### src/rtl/rv_test_monitor.sv
// End-of-test monitor for RV32 regressions: detects completion by PC sentinel and/or
// tohost store, and latches a pass/fail/timeout verdict with test number and cycle count.
module rv_test_monitor #(
   parameter int              XLEN        = 32,
   parameter int              MODE        = 0,
   parameter logic [XLEN-1:0] PASS_PC     = 'h44,
   parameter int              HOLD        = 1,
   parameter logic [XLEN-1:0] TOHOST_ADDR = 'h1000,
   parameter int              TIMEOUT     = 5000,
   parameter int              CNT_W       = $clog2(TIMEOUT + 1)
) (
   input  logic             clk,
   input  logic             rst,
   input  logic             clr,
   input  logic             ret_valid,
   input  logic [XLEN-1:0]  ret_pc,
   input  logic [XLEN-1:0]  gp,
   input  logic             st_valid,
   input  logic [XLEN-1:0]  st_addr,
   input  logic [XLEN-1:0]  st_data,
   output logic             done,
   output logic             done_pulse,
   output logic             pass,
   output logic             fail,
   output logic             timeout,
   output logic [XLEN-2:0]  test_num,
   output logic [CNT_W-1:0] cycles
);

   typedef enum logic {ST_RUN, ST_DONE} state_t;

   localparam logic             SENT_EN   = (MODE != 1);
   localparam logic             TOHOST_EN = (MODE != 0);
   localparam logic [3:0]       HOLD_LAST = 4'(HOLD - 1);
   localparam logic [CNT_W-1:0] CYC_LAST  = CNT_W'(TIMEOUT - 1);
   localparam logic [CNT_W-1:0] CYC_MAX   = CNT_W'(TIMEOUT);

   state_t           state;
   logic [3:0]       hold_cnt;
   logic             pc_match;
   logic             sent_hit;
   logic             tohost_hit;
   logic             event_hit;
   logic [XLEN-1:0]  report;
   logic [CNT_W-1:0] cycles_next;

   always_comb begin
      pc_match    = ret_valid && (ret_pc == PASS_PC);
      sent_hit    = SENT_EN && pc_match && (hold_cnt == HOLD_LAST);
      tohost_hit  = TOHOST_EN && st_valid && (st_addr == TOHOST_ADDR) && st_data[0];
      event_hit   = sent_hit || tohost_hit;
      // tohost wins when both completion sources fire in the same cycle
      report      = tohost_hit ? st_data : gp;
      cycles_next = (cycles == CYC_MAX) ? cycles : cycles + CNT_W'(1);
   end

   // NOTE: all state is updated with non-blocking assignments so every flop samples pre-edge values.
   always_ff @(posedge clk or negedge rst) begin
      if (!rst) begin
         state      <= ST_RUN;
         hold_cnt   <= '0;
         cycles     <= '0;
         done       <= 1'b0;
         done_pulse <= 1'b0;
         pass       <= 1'b0;
         fail       <= 1'b0;
         timeout    <= 1'b0;
         test_num   <= '0;
      end else if (clr) begin
         state      <= ST_RUN;
         hold_cnt   <= '0;
         cycles     <= '0;
         done       <= 1'b0;
         done_pulse <= 1'b0;
         pass       <= 1'b0;
         fail       <= 1'b0;
         timeout    <= 1'b0;
         test_num   <= '0;
      end else begin
         case (state)
            ST_RUN: begin
               cycles <= cycles_next;
               // idle cycles leave the hold count alone; only a foreign retire breaks it
               if (pc_match) begin
                  if (hold_cnt != HOLD_LAST) hold_cnt <= hold_cnt + 4'd1;
               end else if (ret_valid) begin
                  hold_cnt <= '0;
               end
               if (event_hit) begin
                  state      <= ST_DONE;
                  done       <= 1'b1;
                  done_pulse <= 1'b1;
                  pass       <= (report == XLEN'(1));
                  fail       <= (report != XLEN'(1));
                  test_num   <= report[XLEN-1:1];
               end else if (cycles == CYC_LAST) begin
                  state      <= ST_DONE;
                  done       <= 1'b1;
                  done_pulse <= 1'b1;
                  timeout    <= 1'b1;
               end
            end
            default: done_pulse <= 1'b0;
         endcase
      end
   end

endmodule

### config.mk
export PLATFORM = sky130hd
export DESIGN_NAME = rv_test_monitor
export DESIGN_NICKNAME = d
export VERILOG_FILES = /design/src/rtl/rv_test_monitor.sv
export SDC_FILE = /design/constraint.sdc
export NUM_CORES = 1
export LEC_CHECK = 0
export ABC_AREA = 1
export BUFFER_PORTS_ARGS = -buffer_cell sky130_fd_sc_hd__buf_2
export CAP_MARGIN = 20
export CORE_AREA = 8 8 111 113
export DETAILED_ROUTE_END_ITERATION = 12
export DIE_AREA = 0 0 119 121
export PLACE_DENSITY = 0.6
export SLEW_MARGIN = 20
export SYNTH_ARGS = -nofsm -noshare
export SYNTH_HDL_FRONTEND = slang
export SYNTH_SLANG_ARGS = --single-unit
### constraint.sdc
create_clock -name clk -period 3.15 [get_ports clk]
set_input_delay 0.63 -clock clk [delete_from_list [all_inputs] [get_ports clk]]
set_output_delay 0.63 -clock clk [all_outputs]
set_load 0.05 [all_outputs]
**Word level (Yosys, flattened, before mapping)**

Index checks and enable logic that the tools add are counted.

- Add/subtract/negate cells: 2
- Equality and inequality tests: 9
- Multiplexer cells: 30
- Reductions and logical operators: 14

Operators with widths:

| kind | number |
|---|---|
| 2-to-1 mux 31 bit | 3 |
| 2-to-1 mux 13 bit | 3 |
| equality test 32 x 1 -> 1 bit, second input constant | 1 |
| equality test 32 x 7 -> 1 bit, second input constant | 1 |
| != test 32 x 1 -> 1 bit, second input constant | 1 |
| equality test 13 bit, second input constant | 2 |
| 2-to-1 mux 4 bit | 5 |
| 2-to-1 mux 1 bit | 19 |
| adder 13 x 1 -> 13 bit, second input constant | 1 |
| nonzero test 4 bit | 2 |
| != test 2 bit, second input constant | 3 |
| AND reduction 2 bit | 3 |
| AND reduction 3 bit | 2 |
| nonzero test 3 bit | 2 |
| adder 4 x 1 -> 4 bit, second input constant | 1 |
| zero test 4 bit | 1 |
| nonzero test 2 bit | 2 |
| != test 3 x 2 -> 1 bit, second input constant | 1 |
| logical AND 1 bit | 2 |

- Register bits after elaboration: 54
- Bits of input ports: 133
- Output and inout bits: 49
- Word-level logic and storage cells: 64

**Logic depth before layout (Yosys ltp)**

Gate-level depths: netlist of the first run.

- Depth after elaboration: 6
- Gate-level depth with buffers: 12
- Gate-level depth less buffers: 11

**Worst setup path before layout of the first run**

Ideal clock, no wire load.

- Path type: flip-flop to flip-flop
- Start: register cycles[0]
- End: register cycles[12]
- Setup time: 0.123 ns
- Data arrival time: 1.764 ns
- Path slack: 1.264 ns
- Cell stages (with the launch flop): 10
- Buffers on the path: 1
- Clock period less this slack: 1.886 ns
- Cell sequence: dfrtp_1 > inv_1 > ha_1 > nand2_1 > nor3_2 > a21boi_4 > inv_4 > buf_12 > nand2_1 > o21ai_1

- Longest elaborated chain between the ends: 4
- Elaborated cells between the ends (all ways): 7

RTL lines:

| what | RTL line | RTL |
|---|---|---|
| from (decl) | 27 | `output logic [CNT_W-1:0] cycles` |
| from (signal assigned) | 82 | `cycles <= cycles_next;` |
| adder 13 x 1 -> 13 bit | 54 | `cycles_next = (cycles == CYC_MAX) ? cycles : cycles + CNT_W'(1);` |
| 2-to-1 mux 13 bit | 54 |  |
| 2-to-1 mux 13 bit | 80 | `case (state)` |
| 2-to-1 mux 13 bit | 69 | `end else if (clr) begin` |

Parallel ways exist; a longest one is shown, timed or not. The select of a mux whose other input is x is not followed.
A chain may end at the register's enable or synchronous reset.

**Final worst setup path of the first run**

- Start: register cycles[0]
- End: output port cycles[0]

No word-level cell between the ends.

==> out/results.txt, run 1 <==
crit path time final: 1770 ps
drt drc: 0
global routing's busiest layer: met2
drt pass-1 iters: 4
Worst EP arrival: 1140 ps
Cell Pwr Density: 366.5 nW/um^2
max frequency: 565.1 MHz
critical path cell sequence: buf_2
Final Hold Vio Count: 0
Ports: 182
dominant cell type by area after synthesis: dfrtp_1
Final Net Count: 645
Ant. Diodes: 0
PostCTS Resize Cnt: 0
overall routing resource usage: 12.42%
Synth Area in XOR/XNOR: 1.714%
Worst Setup End Kind: primary output
vias in the first global route: 2,998
met2 Track Usage GR: 21.04%
GRT met1 Usage: 14.41%
initial antenna violation count: 0
CP max stage delay: 500 ps
port buffer count: 116
setup tns final: 0 ps
DP Cell Count: 641
CTS H-tree depth: 2
largest net degree at the start of global routing: 48
post-DP HPWL: 6676 um
Worst setup SP type: flip-flop
share of layout cells above drive strength 1: 31.43%
Die Height: 121 um
effective utilization at floorplan: 28.91%
Finished Layout Cells: 649
end-of-flow core utilization: 36.51%
Via Count: 3,002
Congestion Overflow GR: 0
area of the mapped netlist: 3065 um^2
GP Congestion: 0.8666
largest buffer count on any clock path: 2
Final Max Tran Viols: 0
buffers and inverters on the worst path: 1
DR vias/cell: 4.626
Synth top cells by count: nand2_1, nand3_1, dfrtp_1
relative slew slack: 58.27%
Post-Route WL: 8935 um
main combinational cell family by area after synthesis: simple AND/OR/NAND/NOR gates
clock sinks: 54
class of the worst hold path: primary input to async pin
WL/cell: 13.77 um
Final setup violation count: 0
Post-Syn Nets: 531
count leader, synth: nand2_1
status: complete, no violations
Seq/Total Area, Yosys: 44.08%
VDD IR max: 0.1749 mV
die area: 14,400 um^2
num rows: 38
Synth async-reset ratio: 100.0%
Post-synth EDFFs: 0
fin crit share: 56.18%
Leak: 2.158 nW
hold_buf cts: 0
Cell variety after synth: 32
Synth Area in Simple Gates: 41.67%
Setup Crit Path Kind: flip-flop to primary output
largest register by flop count: test_num
Worst Tran Pin Value: 626.0 ps
max-cap check violation count: 0
GR Util met3: 4.141%
Compound-Gate Fraction of Synth Area: 3.959%
clk slew on worst S/H paths: 100 ps
average size of a mapped cell: 7.780 um^2
post-synthesis adder-cell area fraction: 1.633%
share of the synthesized area in the top cell type: 44.08%
postcts setup bufs: 0
clock latency on the worst-skew pair: 310 ps
#FFs+latches synth: 54
Main synth FF type: dfrtp_1
RSZ-0062 raised after global routing: false
CP required: 2520 ps
worst-path fanout max: 7
Ys Warns: 0
synth-to-layout area growth: 26.29%
overall power: 1.419 mW
antenna viol nets, final: 0
CP top delay family: flip-flops
total core area: 10,600 um^2
max reg flops: 31
Top Registers: test_num x31, cycles x13, hold_cnt x4
Layout fillers: 1,127
first-pass GRT wire length: 14,750 um
Root Buffer: clkbuf_8
DR iter-0 viols: 211
CP max stage cell: dfrtp_1
Fin Clk Skew: 10.13 ps
Num CTS Buffers: 5
CTS tree: built
Synth Instances: 394
post-synthesis mux area share: 0%
Synth area leaders: dfrtp_1, nand2_1, nand3_1, nor2_1, nand4_1
chip width: 119 um
==> cell usage in the layout (no fill, tap or decap), drive strengths merged <==
master,n
xor2,4
nand3,61
nand2,136
clkbuf,6
a31o,2
inv,24
a31oi,1
nor2,57
a21boi,1
nand3b,1
nand4,13
bufinv,2
o21ai,12
dfrtp,54
and2,2
xnor2,2
nor3,8
buf,119
ha,4
==> where the power goes <==
part / switching [mW] / leakage [nW] / internal [mW]
sequential: 0.00551 / 0.752 / 0.696
clock: 0.240 / 0.0714 / 0.339
combinational: 0.0895 / 1.33 / 0.0491
total: 0.335 / 2.16 / 1.08
==> logic make-up (layout without fill, tap and decap cells) <==
kind of cell | Yosys count | after routing
xor+xnor | 6 | 6
flops | 54 | 54
simple gates | 278 | 278
compound gates | 16 | 16
fa+ha+maj | 4 | 4
buf+inv | 36 | 151
==> path summary, 6_finish.rpt <==
kind	depth (start not counted)	startpoint	slack (ps)	endpoint
hold / removal	1	rst	320	cycles[8]
min in group clk	2	test_num[0]	470	test_num[0]
hold reg to reg	2	test_num[0]	470	test_num[0]
setup / recovery	1	cycles[0]	1380	cycles[0]
setup reg to reg	7	cycles[0]	1420	cycles[9]
max in group asynchronous	2	rst	2250	test_num[11]
==> metal layers <==
layer	up-vias	share of wire, %
met5	-	0
met4	0	1.0
met3	4	8.3
met2	96	47
met1	1398	43
li1	1504	-
==> cell type report <==
class	count	area (um^2)	share of cell area (%)
Sequential cell	54	1351	34.91
Multi-Input combinational cell	304	1501	38.78
Timing Repair Buffer	119	605.6	15.64
Clock buffer	6	82.58	2.133
Clock inverter	2	60.06	1.551
Inverter	24	95.09	2.456
Tap cell	140	175.2	4.525
==> through the flow <==
step                setup slack, ps  hold slack [ps]  cell area (um^2)
floorplan                      1264            334.4              3065
global placement               1072            449.8              3726
detailed placement             1054            454.3              3729
CTS                            1348            339.8              3871
global route                   1231            375.8              3871
finish                         1380            315.2              3871
No activity file was read; power rests on OpenSTA's default activity.
==> inputs of run 2 (changes only) <==
ABC_AREA = 0   (was 1)
CORE_AREA = 8 8 102 104   (was 8 8 111 113)
DIE_AREA = 0 0 110 112   (was 0 0 119 121)
PLACE_DENSITY = 0.63   (was 0.6)
clock period = 1.8 ns   (was 3.15 ns; I/O delays follow)
==> out/results.txt, run 2 <==
status: finished with violations
violated checks: negative setup slack
fin crit share: 100.2%
Root Buffer: clkbuf_8
overall power: 2.250 mW (+59%)
Post-Syn Nets: 364 (-31%)
CP max stage delay: 390 ps (-110 ps)
sequential share of power: 54.5% (+5.1 points)
Ports: 182 (unchanged)
Main synth FF type: dfrtp_1
max frequency: 554.2 MHz
synth-to-layout area growth: 46.66%
CP top delay family: simple AND/OR/NAND/NOR gates
commonest cells after routing, fill and taps aside: buf_2, dfrtp_1, a22o_1
Final Net Count: 503 (-22%)
Internal: 1.721 mW (+59%)
Multi-input gate area: 1225 um^2 (-18%)
share of the synthesized area in the top cell type: 53.05% (+9.0 points)
DR vias/cell: 4.939 (+6.8%)
relative slew slack: 63.19% (+4.9 points)
CP Depth: 8 (+7)
RSZ-0062 raised after global routing: true
initial antenna violation count: 0 (unchanged)
average size of a mapped cell: 11.22 um^2 (+44%)
crit path time final: 1804 ps
DR iter-0 viols: 62 (-71%)
area of the mapped netlist: 2547 um^2 (-17%)
FF+latch area: 1360 um^2 (+0.65%)
CP max stage cell: dfrtp_1
drt drc: 0 (unchanged)
Die Height: 112 um (-7.4%)
Via Count: 2,361 (-21%)
Synth async-reset ratio: 100.0% (unchanged)
Fin Clk Skew: 12.34 ps (+2.205 ps)
total core area: 8890 um^2 (-16%)
commonest non-fill, non-tap cell in the layout: buf_2
Worst EP arrival: 2050 ps (+910 ps)
WL/cell: 17.30 um (+26%)
Seq/Total Area, Yosys: 53.05% (+9.0 points)
worst-path fanout max: 8 (+1)
share of layout cells above drive strength 1: 48.77% (+17 points)
drt pass-1 iters: 4 (unchanged)
first-pass GRT wire length: 12,720 um (-14%)
end-of-flow core utilization: 42.03% (+5.5 points)
Final Max Tran Viols: 0 (unchanged)
Congestion Overflow GR: 0 (unchanged)
Finished Layout Cells: 478 (-26%)
die area: 12,320 um^2 (-14%)
VDD IR max: 0.2893 mV (+65%)
P_sw: 528.3 uW (+58%)
Sw Share: 23.48% (-0.099 points)
Post-Route WL: 8268 um (-7.5%)
overall routing resource usage: 12.73% (+0.30 points)
clock network power share: 36.1% (-4.7 points)
Synth top cells by count: dfrtp_1, a22o_1, nor2_1
Top Registers: test_num x31, cycles x13, hold_cnt x4
count leader, synth: dfrtp_1
DP Cell Count: 457 (-29%)
port buffer count: 116 (unchanged)
largest buffer count on any clock path: 2 (unchanged)
dominant cell type by area after synthesis: dfrtp_1
num rows: 35 (-7.9%)
CP required: 2040 ps (-480 ps)
largest register by flop count: test_num
#FFs+latches synth: 54 (unchanged)
CTS tree: built
CTS H-tree depth: 2 (unchanged)
Ys Warns: 0 (unchanged)
GP Congestion: 0.8213 (-5.2%)
antenna viol nets, final: 0 (unchanged)
effective utilization at floorplan: 28.66% (-0.26 points)
Setup Crit Path Kind: flip-flop to flip-flop
Final Hold Vio Count: 0 (unchanged)
Ant. Diodes: 0 (unchanged)
Worst Setup End Kind: flip-flop
Post-synth EDFFs: 0 (unchanged)
Num CTS Buffers: 5 (unchanged)
max reg flops: 31 (unchanged)
max-cap check violation count: 0 (unchanged)
worst-case reg-to-reg path depth: 8 (+1)
critical path cell sequence: inv_2 > ha_4 > nand2_4 > nor4_4 > nor3b_4 > buf_6 > clkbuf_16 > a22o_1
Synth area leaders: dfrtp_1, a22o_1, nor4_1, xnor2_1, nor2_1
post-DP HPWL: 5578 um (-16%)
Reg2Reg Setup Slack: -4 ps (-1420 ps)
class of the worst hold path: primary input to async pin
Leak: 1.826 nW (-15%)
worst setup margin: -4.305 ps (-1385 ps)
Logic pwr share: 9.5% (-0.3 points)
Final setup violation count: 2 (+2)
clock latency on the worst-skew pair: 300 ps (about the same)
Cell variety after synth: 40 (+25%)
clk slew on worst S/H paths: 100 ps (about the same)
largest net degree at the start of global routing: 55 (+15%)
Worst Tran Pin Value: 551.5 ps (-74.46 ps)
vias in the first global route: 2,500 (-17%)
Cell Pwr Density: 602.2 nW/um^2 (+64%)
Synth Instances: 227 (-42%)
buffers and inverters on the worst path: 3 (+2)
Layout fillers: 882 (-22%)
chip width: 110 um (-7.6%)
hold_buf cts: 0 (unchanged)
clock sinks: 54 (unchanged)
Worst setup SP type: flip-flop
==> run 2: metrics by stage <==
step,hold WS (ps),TNS [ps],worst slack [ps],cell area [um^2]
after floorplan,64.41,-2162,-69.94,2628
after global placement,379.1,-10060,-312.0,3395
after detailed placement,384.8,-10440,-337.4,3395
after CTS,46.31,-95.44,-15.41,3533
after global routing,47.75,-2878,-114.3,3736
final,30.45,-5.168,-4.305,3736
==> run 2: timing repair <==
action | in CTS | in global routing
pin swaps | 2 | 15
gates cloned | 2 | 4
setup endpoints to repair | 33 | 40
resized for setup | 2 | 16
buffers inserted | 0 | 7
==> run 2: worst paths after layout <==
kind,start,end
hold reg to reg,test_num[4],test_num[4]
setup / recovery,hold_cnt[0],test_num[3]
max in group asynchronous,rst,test_num[6]
min in group clk,gp[19],test_num[18]
hold / removal,rst,cycles[0]
setup reg to reg,hold_cnt[0],test_num[3]
==> run 2: power by group through the flow <==
stage,clock (mW),combinational [mW],sequential [mW]
finish,0.811,0.213,1.23
global route,0.885,0.238,1.23
CTS,0.843,0.215,1.23
detailed placement,0,0.207,1.25
global placement,0,0.203,1.25
floorplan,0,0.0520,1.27
==> run 2: cells by family (layout without fill, tap and decap cells) <==
kind of cell / Yosys count / after routing / synth area share (%)
multiplexers: 1 / 1 / 0.3929
flip-flops: 54 / 54 / 53.05
buffers and inverters: 22 / 160 / 4.764
XOR/XNOR: 10 / 10 / 3.438
AND/OR/NAND/NOR: 86 / 86 / 21.27
AO/OA/AOI/OAI: 50 / 52 / 15.13
adder cells (fa/ha/maj): 4 / 4 / 1.965
==> run 2: area by class of cell <==
class	count	share of cell area, %
Clock buffer	7	2.043
Clock inverter	1	0.8038
Inverter	11	1.105
Multi-Input combinational cell	153	32.79
Sequential cell	54	36.40
Tap cell	111	3.717
Timing Repair Buffer	141	23.14
==> run 2: metal layers <==
layer	routed length (um)	track usage (%)	share of wire (%)	vias up
met5	0	0	0	-
met4	41	2.162	0.50	0
met3	510	2.773	6.2	5
met2	4036	21.07	49	67
met1	3679	16.54	44	1160
li1	-	-	-	1129
